==> src/rtl/msg_chan_pkg.sv <==
`default_nettype none
// ============================================================================
//  Module      : msg_chan_pkg
//  Description : Shared definitions for the message channel arbiter: FSM
//                state encoding, default parameter values, counter widths
//                and a modulo-increment helper used for the round-robin
//                pointer.
//  Contents    : arb_state_t      - IDLE / SEND state encoding
//                c_nreq_def       - default requester count
//                c_dw_def         - default beat data width
//                c_tmo_def        - default stall timeout (cycles)
//                c_cnt_w          - completed-message counter width
//                c_stall_w        - stall counter width (covers TMO <= 255)
//                wrap_inc()       - (v + 1) mod n
//  Revision    : 1.0 - initial release
// ============================================================================
package msg_chan_pkg;

    typedef enum logic [0:0] {
        ST_IDLE = 1'b0,
        ST_SEND = 1'b1
    } arb_state_t;

    localparam int unsigned c_nreq_def = 4;
    localparam int unsigned c_dw_def   = 8;
    localparam int unsigned c_tmo_def  = 16;

    localparam int unsigned c_cnt_w    = 16;
    localparam int unsigned c_stall_w  = 8;

    // Modulo increment for requester indices; n is the number of requesters.
    function automatic int unsigned wrap_inc(input int unsigned v, input int unsigned n);
        return ((v + 1) >= n) ? 0 : (v + 1);
    endfunction

endpackage
`default_nettype wire

==> src/rtl/rr_pick.sv <==
`default_nettype none
// ============================================================================
//  Module      : rr_pick
//  Description : Combinational round-robin selector. Scans the request
//                vector starting at index ptr and wrapping modulo NREQ; the
//                first asserted request wins.
//  Ports       : req  [NREQ-1:0]          in   request vector
//                ptr  [clog2(NREQ)-1:0]   in   highest-priority index
//                gnt  [NREQ-1:0]          out  one-hot grant (0 if none)
//                idx  [clog2(NREQ)-1:0]   out  index of the grant
//                any                      out  at least one request present
//  Revision    : 1.0 - initial release
// ============================================================================
module rr_pick
    import msg_chan_pkg::*;
#(
    parameter int unsigned NREQ = c_nreq_def
) (
    input  logic [NREQ-1:0]         req,
    input  logic [$clog2(NREQ)-1:0] ptr,
    output logic [NREQ-1:0]         gnt,
    output logic [$clog2(NREQ)-1:0] idx,
    output logic                    any
);

    localparam int unsigned c_iw = $clog2(NREQ);

    int unsigned w_pos;

    // Visit ptr, ptr+1, ... (mod NREQ); the 'any' flag blocks later hits so
    // the earliest position in rotation order is the one granted.
    always_comb begin
        gnt   = '0;
        idx   = '0;
        any   = 1'b0;
        w_pos = 0;
        for (int unsigned k = 0; k < NREQ; k++) begin
            w_pos = (32'(ptr) + k) % NREQ;
            if (!any && req[w_pos]) begin
                any        = 1'b1;
                gnt[w_pos] = 1'b1;
                idx        = c_iw'(w_pos);
            end
        end
    end

endmodule
`default_nettype wire

==> src/rtl/msg_chan_arbiter.sv <==
`default_nettype none
// ============================================================================
//  Module      : msg_chan_arbiter
//  Description : Arbitrates NREQ framed message sources onto one shared
//                channel. In IDLE a round-robin pick is made among
//                requesters presenting a head beat; the winner owns the
//                channel in SEND until its tail beat transfers or until it
//                withholds valid for TMO consecutive cycles (forced release).
//  Ports       : clk                      in   rising-edge clock
//                rst_n                    in   asynchronous active-low reset
//                req_valid/head/tail[N]   in   per-requester beat qualifiers
//                req_data [N*DW]          in   requester i at [i*DW +: DW]
//                req_ready[N]             out  per-requester beat accepted
//                ch_valid/head/tail       out  channel beat qualifiers
//                ch_data  [DW]            out  channel data
//                ch_src   [clog2(N)]      out  granted requester index
//                ch_ready                 in   downstream accepts beat
//                msg_ip                   out  high while in SEND
//                err_timeout              out  one-cycle pulse on forced release
//                msg_count[16]            out  completed messages (wrapping)
//  Revision    : 1.0 - initial release
// ============================================================================
module msg_chan_arbiter
    import msg_chan_pkg::*;
#(
    parameter int unsigned NREQ = c_nreq_def,
    parameter int unsigned DW   = c_dw_def,
    parameter int unsigned TMO  = c_tmo_def
) (
    input  logic                    clk,
    input  logic                    rst_n,
    input  logic [NREQ-1:0]         req_valid,
    input  logic [NREQ-1:0]         req_head,
    input  logic [NREQ-1:0]         req_tail,
    input  logic [NREQ*DW-1:0]      req_data,
    output logic [NREQ-1:0]         req_ready,
    output logic                    ch_valid,
    output logic                    ch_head,
    output logic                    ch_tail,
    output logic [DW-1:0]           ch_data,
    output logic [$clog2(NREQ)-1:0] ch_src,
    input  logic                    ch_ready,
    output logic                    msg_ip,
    output logic                    err_timeout,
    output logic [15:0]             msg_count
);

    localparam int unsigned c_iw = $clog2(NREQ);
    localparam logic [c_stall_w-1:0] c_tmo_lim = c_stall_w'(TMO);

    // ------------------------------------------------------------------
    // State
    // ------------------------------------------------------------------
    arb_state_t           r_state,    w_state_nxt;
    logic [c_iw-1:0]      r_rr,       w_rr_nxt;
    logic [c_iw-1:0]      r_grant,    w_grant_nxt;
    logic [NREQ-1:0]      r_grant_oh, w_grant_oh_nxt;
    logic [c_stall_w-1:0] r_stall,    w_stall_nxt;
    logic [c_cnt_w-1:0]   r_count,    w_count_nxt;
    logic                 r_tmo,      w_tmo_nxt;

    // ------------------------------------------------------------------
    // Round-robin pick among requesters presenting a head beat
    // ------------------------------------------------------------------
    logic [NREQ-1:0] w_elig;
    logic [NREQ-1:0] w_pick_gnt;
    logic [c_iw-1:0] w_pick_idx;
    logic            w_pick_any;

    assign w_elig = req_valid & req_head;

    rr_pick #(
        .NREQ (NREQ)
    ) u_rr_pick (
        .req  (w_elig),
        .ptr  (r_rr),
        .gnt  (w_pick_gnt),
        .idx  (w_pick_idx),
        .any  (w_pick_any)
    );

    // ------------------------------------------------------------------
    // Granted requester's beat, selected by the registered grant index
    // ------------------------------------------------------------------
    logic          w_g_valid;
    logic          w_g_head;
    logic          w_g_tail;
    logic [DW-1:0] w_g_data;

    always_comb begin
        w_g_valid = 1'b0;
        w_g_head  = 1'b0;
        w_g_tail  = 1'b0;
        w_g_data  = '0;
        for (int unsigned i = 0; i < NREQ; i++) begin
            if (c_iw'(i) == r_grant) begin
                w_g_valid = req_valid[i];
                w_g_head  = req_head[i];
                w_g_tail  = req_tail[i];
                w_g_data  = req_data[i*DW +: DW];
            end
        end
    end

    logic [c_iw-1:0]      w_rr_after;
    logic [c_stall_w-1:0] w_stall_inc;

    // Pointer moves past the owner on both normal completion and forced
    // release, so a stalled requester cannot immediately re-win.
    assign w_rr_after  = c_iw'(wrap_inc(32'(r_grant), NREQ));
    assign w_stall_inc = r_stall + 1'b1;

    // ------------------------------------------------------------------
    // State register
    // ------------------------------------------------------------------
    always_ff @(posedge clk or negedge rst_n) begin
        if (!rst_n) begin
            r_state    <= ST_IDLE;
            r_rr       <= '0;
            r_grant    <= '0;
            r_grant_oh <= '0;
            r_stall    <= '0;
            r_count    <= '0;
            r_tmo      <= 1'b0;
        end else begin
            r_state    <= w_state_nxt;
            r_rr       <= w_rr_nxt;
            r_grant    <= w_grant_nxt;
            r_grant_oh <= w_grant_oh_nxt;
            r_stall    <= w_stall_nxt;
            r_count    <= w_count_nxt;
            r_tmo      <= w_tmo_nxt;
        end
    end

    // ------------------------------------------------------------------
    // Next state and channel outputs
    // ------------------------------------------------------------------
    always_comb begin
        w_state_nxt    = r_state;
        w_rr_nxt       = r_rr;
        w_grant_nxt    = r_grant;
        w_grant_oh_nxt = r_grant_oh;
        w_stall_nxt    = r_stall;
        w_count_nxt    = r_count;
        w_tmo_nxt      = 1'b0;
        req_ready      = '0;
        ch_valid       = 1'b0;
        ch_head        = 1'b0;
        ch_tail        = 1'b0;
        ch_data        = '0;

        case (r_state)
            ST_IDLE: begin
                if (w_pick_any) begin
                    w_state_nxt    = ST_SEND;
                    w_grant_nxt    = w_pick_idx;
                    w_grant_oh_nxt = w_pick_gnt;
                    w_stall_nxt    = '0;
                end
            end

            ST_SEND: begin
                ch_valid  = w_g_valid;
                ch_head   = w_g_head;
                ch_tail   = w_g_tail;
                ch_data   = w_g_data;
                req_ready = r_grant_oh & {NREQ{ch_ready}};

                if (w_g_valid && ch_ready && w_g_tail) begin
                    w_state_nxt = ST_IDLE;
                    w_rr_nxt    = w_rr_after;
                    w_count_nxt = r_count + 1'b1;
                    w_stall_nxt = '0;
                end else if (w_g_valid) begin
                    // Backpressure with valid held is not a stall.
                    w_stall_nxt = '0;
                end else if (w_stall_inc == c_tmo_lim) begin
                    w_state_nxt = ST_IDLE;
                    w_rr_nxt    = w_rr_after;
                    w_tmo_nxt   = 1'b1;
                    w_stall_nxt = '0;
                end else begin
                    w_stall_nxt = w_stall_inc;
                end
            end

            default: begin
                w_state_nxt = ST_IDLE;
            end
        endcase
    end

    assign ch_src      = r_grant;
    assign msg_ip      = (r_state == ST_SEND);
    assign err_timeout = r_tmo;
    assign msg_count   = r_count;

endmodule
`default_nettype wire

==> config.mk <==
export PLATFORM = sky130hd
export DESIGN_NAME = msg_chan_arbiter
export DESIGN_NICKNAME = d
export VERILOG_FILES = /design/src/rtl/msg_chan_pkg.sv /design/src/rtl/rr_pick.sv /design/src/rtl/msg_chan_arbiter.sv
export SDC_FILE = /design/constraint.sdc
export NUM_CORES = 1
export LEC_CHECK = 0
export BUFFER_PORTS_ARGS = -buffer_cell sky130_fd_sc_hd__buf_2
export CAP_MARGIN = 25
export CORE_UTILIZATION = 52
export CTS_CLUSTER_DIAMETER = 60
export DETAILED_ROUTE_END_ITERATION = 16
export GPL_ROUTABILITY_DRIVEN = 0
export PLACE_DENSITY = 0.81
export SYNTH_ARGS = -nofsm -noshare
export SYNTH_HDL_FRONTEND = slang
export SYNTH_SLANG_ARGS = --single-unit
==> constraint.sdc <==
create_clock -name clk -period 2.8 [get_ports clk]
set_input_delay 0.14 -clock clk [delete_from_list [all_inputs] [get_ports clk]]
set_output_delay 0.14 -clock clk [all_outputs]
set_load 0.02 [all_outputs]
==> results.ini <==
[cells_and_area]
drive_above_1_share = 0.2814
area.growth.synth_to_final_pct = 22.52
layout.nets = 459
design_area_um2 = 3281
final_cell_mix = buf_2, nand2_1, dfrtp_1
antenna_cells = 0
fill_cells = 418
final_common_cell = buf_2

[drt]
num_vias = 2643
drt_wl_total_um = 6833
drt-pass1-iter-count = 4
post-route-drc-count = 0
vias_per_cell = 5.684
drt_iter0_markers = 163
detail-route-antenna-nets = 0
routedWlPerCell_um = 14.69

[worst_setup_path]
cp.arrival_ns = 2.61
slowest_delay_ns = 0.43
cp_top_family = simple AND/OR/NAND/NOR gates
worstPathCellList = inv_1 -> ha_1 -> nand3b_1 -> a211o_1 -> nor4_4 -> buf_4 -> mux2_1
critPathCaptureType = flop
cp-start-kind = flop
cp.required_ns = 2.97
crit_buf_inv = 2
timing.rr.start = ch_src[0]$_DFFE_PN0P_
reg2reg_to = msg_count[1]$_DFFE_PN0P_
crit_slowest_cell = dfrtp_1
ff2ff_path_depth = 7
critical_path_class = flop to flop
cp_max_fo = 16
r2r_slack_ns = 0.36

[yosys]
synth_seq_cells = 34
synth_mux_area_frac = 0.04533
yosysSeqAreaShare = 0.3178
synth_edf_count = 0
synth_xor_area_frac = 0.05561
yosys.cell_types.count = 54
synth-simple-area-share = 0.2836
yosysWarnings = 0
syn_area_um2 = 2678
synth_top_family_by_area = simple AND/OR/NAND/NOR gates
avgSynthCellArea_um2 = 8.527
synthAdderAreaFrac = 0.07009
syn_inst = 314
syn-num-nets = 376
yosys_most_used_dff = dfrtp_1
async_flop_share = 1.000
synth_compound_area_frac = 0.1916

[grt]
overflow = 0
grt_max_degree = 35
grt_pass1_wl_um = 11300
antenna_found_initial = 0
grt_pass1_vias = 2481
grt_use_total = 0.2709

[timing]
timing.setup.tns_ns = 0
fmax_ghz = 0.4100
fin_crit_sh = 0.8711
rsz0062_at_grt = false
setup_viol = 0
period_needed_ns = 2.439
finalHoldViolations = 0
final_max_slew_viol_count = 0
skew_ns = 0.01071
worst_pin_slew_ns = 0.7590
relSlewSlack = 0.4940

[clock_network]
cts_root_buf = clkbuf_8
clockBufferDepth = 2
cts_tree = built
clk_latency_ns = 0.29
cts_max_level = 2
cts_buffers = 5
clk_pin_slew_ns = 0.07
cts_resized = 0
cts.sinks = 34

[run]
drv_cap = 0

[floorplan]
design.core.area_um2 = 4848
rows = 25
die_h_um = 73.76
die-area_um2 = 5440
pin_count = 82
initial_utilization = 0.5523
die_x_um = 73.76

[pwr]
vdd_drop_max_v = 0.0005595
powerDensity_nw_per_um2 = 940.0
leakagePower_nw = 1.540

[hold_path]
min_to = ch_src[0]$_DFFE_PN0P_
worstHoldPathType = input pin to flop
worstHoldStart = req_head[1]
min_path_cells = 5

[placement]
place_area_um2 = 3176
portBuffers = 81
post-dp-hpwl_um = 5057

[run_status]
outcome = completed

## per-stage QoR
stage	worst slack, ns	power, mW	cells	util	hold slack (ns)
6_report	0.3610	3.084	465	0.6766	0.3973
5_1_grt	0.2028	3.345	465	0.6766	0.4293
4_1_cts	0.3795	3.095	465	0.6766	0.3867
3_5_place_dp	0.3910	2.697	456	0.6550	0.2542
3_3_place_gp	0.4849	2.646	456	0.6550	0.2411
2_1_floorplan	0.4553	2.117	314	-	-0.1556
## worst max-delay path by stage
stage / start / end / depth (start not counted)
after floorplan: ch_src[0]$_DFFE_PN0P_ / msg_count[11]$_DFFE_PN0P_ / 9
after global placement: ch_src[0]$_DFFE_PN0P_ / msg_count[1]$_DFFE_PN0P_ / 7
after detailed placement: ch_src[0]$_DFFE_PN0P_ / msg_count[1]$_DFFE_PN0P_ / 7
after CTS: ch_src[0]$_DFFE_PN0P_ / msg_count[1]$_DFFE_PN0P_ / 7
after global routing: ch_src[0]$_DFFE_PN0P_ / msg_count[11]$_DFFE_PN0P_ / 8
final: ch_src[0]$_DFFE_PN0P_ / msg_count[1]$_DFFE_PN0P_ / 7
## registers in the layout (all words and copies together) (netlist names)
| signal | cells |
|---|---|
| r_rr | 2 |
| ch_src | 2 |
| msg_ip | 1 |
| r_stall | 8 |
| err_timeout | 1 |
| r_grant_oh | 4 |
| msg_count | 16 |
## per-layer routing
layer	GRT usage	routed length, um
met5	0	0
met4	0.08974	59
met3	0.04801	286
met2	0.4659	3412
met1	0.3419	3075
## where the power goes
part / total, mW / leakage (nW) / internal (mW) / switching [mW]
Sequential: 0.725 / 0.444 / 0.605 / 0.120
Clock: 0.384 / 0.0472 / 0.198 / 0.187
Combinational: 1.97 / 1.05 / 0.768 / 1.21
## synthesized netlist by cell type, types with 3 or more instances
master | instances | share of area
dfrtp_1 | 34 | 0.32
inv_1 | 7 | 0.0098
nand2_1 | 35 | 0.049
nand3_1 | 13 | 0.024
ha_1 | 15 | 0.070
o31ai_1 | 3 | 0.0084
and3_1 | 11 | 0.026
nor2_1 | 19 | 0.027
and2_1 | 15 | 0.035
mux4_2 | 3 | 0.025
and4_1 | 4 | 0.013
a211oi_1 | 3 | 0.0084
nor3_1 | 4 | 0.0075
a221oi_1 | 5 | 0.016
clkbuf_1 | 11 | 0.015
o21ai_0 | 22 | 0.041
a31oi_1 | 6 | 0.014
nand4_1 | 10 | 0.023
a22o_1 | 3 | 0.0098
xnor2_1 | 15 | 0.049
a21oi_1 | 25 | 0.047
nand3b_1 | 10 | 0.028
mux2_1 | 3 | 0.013
## timing repair
item,CTS,global route
endpoints found under the hold margin,34,0
hold buffers,1,0
buffers inserted,0,0
## kinds of logic (layout without fill, tap and decap cells)
| family | Yosys count | after routing |
|---|---|---|
| mux | 8 | 8 |
| compound gates | 79 | 79 |
| fa+ha+maj | 15 | 15 |
| flops | 34 | 34 |
| simple gates | 137 | 137 |
| xor+xnor | 17 | 17 |
| buf+inv | 24 | 108 |
## tightest hold or removal path: cells and delay by family
family | cells | cell delay (ns)
AO/OA/AOI/OAI | 4 | 0.39
buffers and inverters | 1 | 0.11
## layout make-up
class                   count  area (um2)  share of cell area
clock buffers               6       82.58             0.02517
clock inverters             2       12.51            0.003814
inverters                   8       30.03            0.009153
multi-input cells         256        1730              0.5275
flip-flops and latches     34       850.8              0.2593
well taps                  67       83.83             0.02555
repair buffers             92       490.5              0.1495
(Power assumes the default switching activity.)
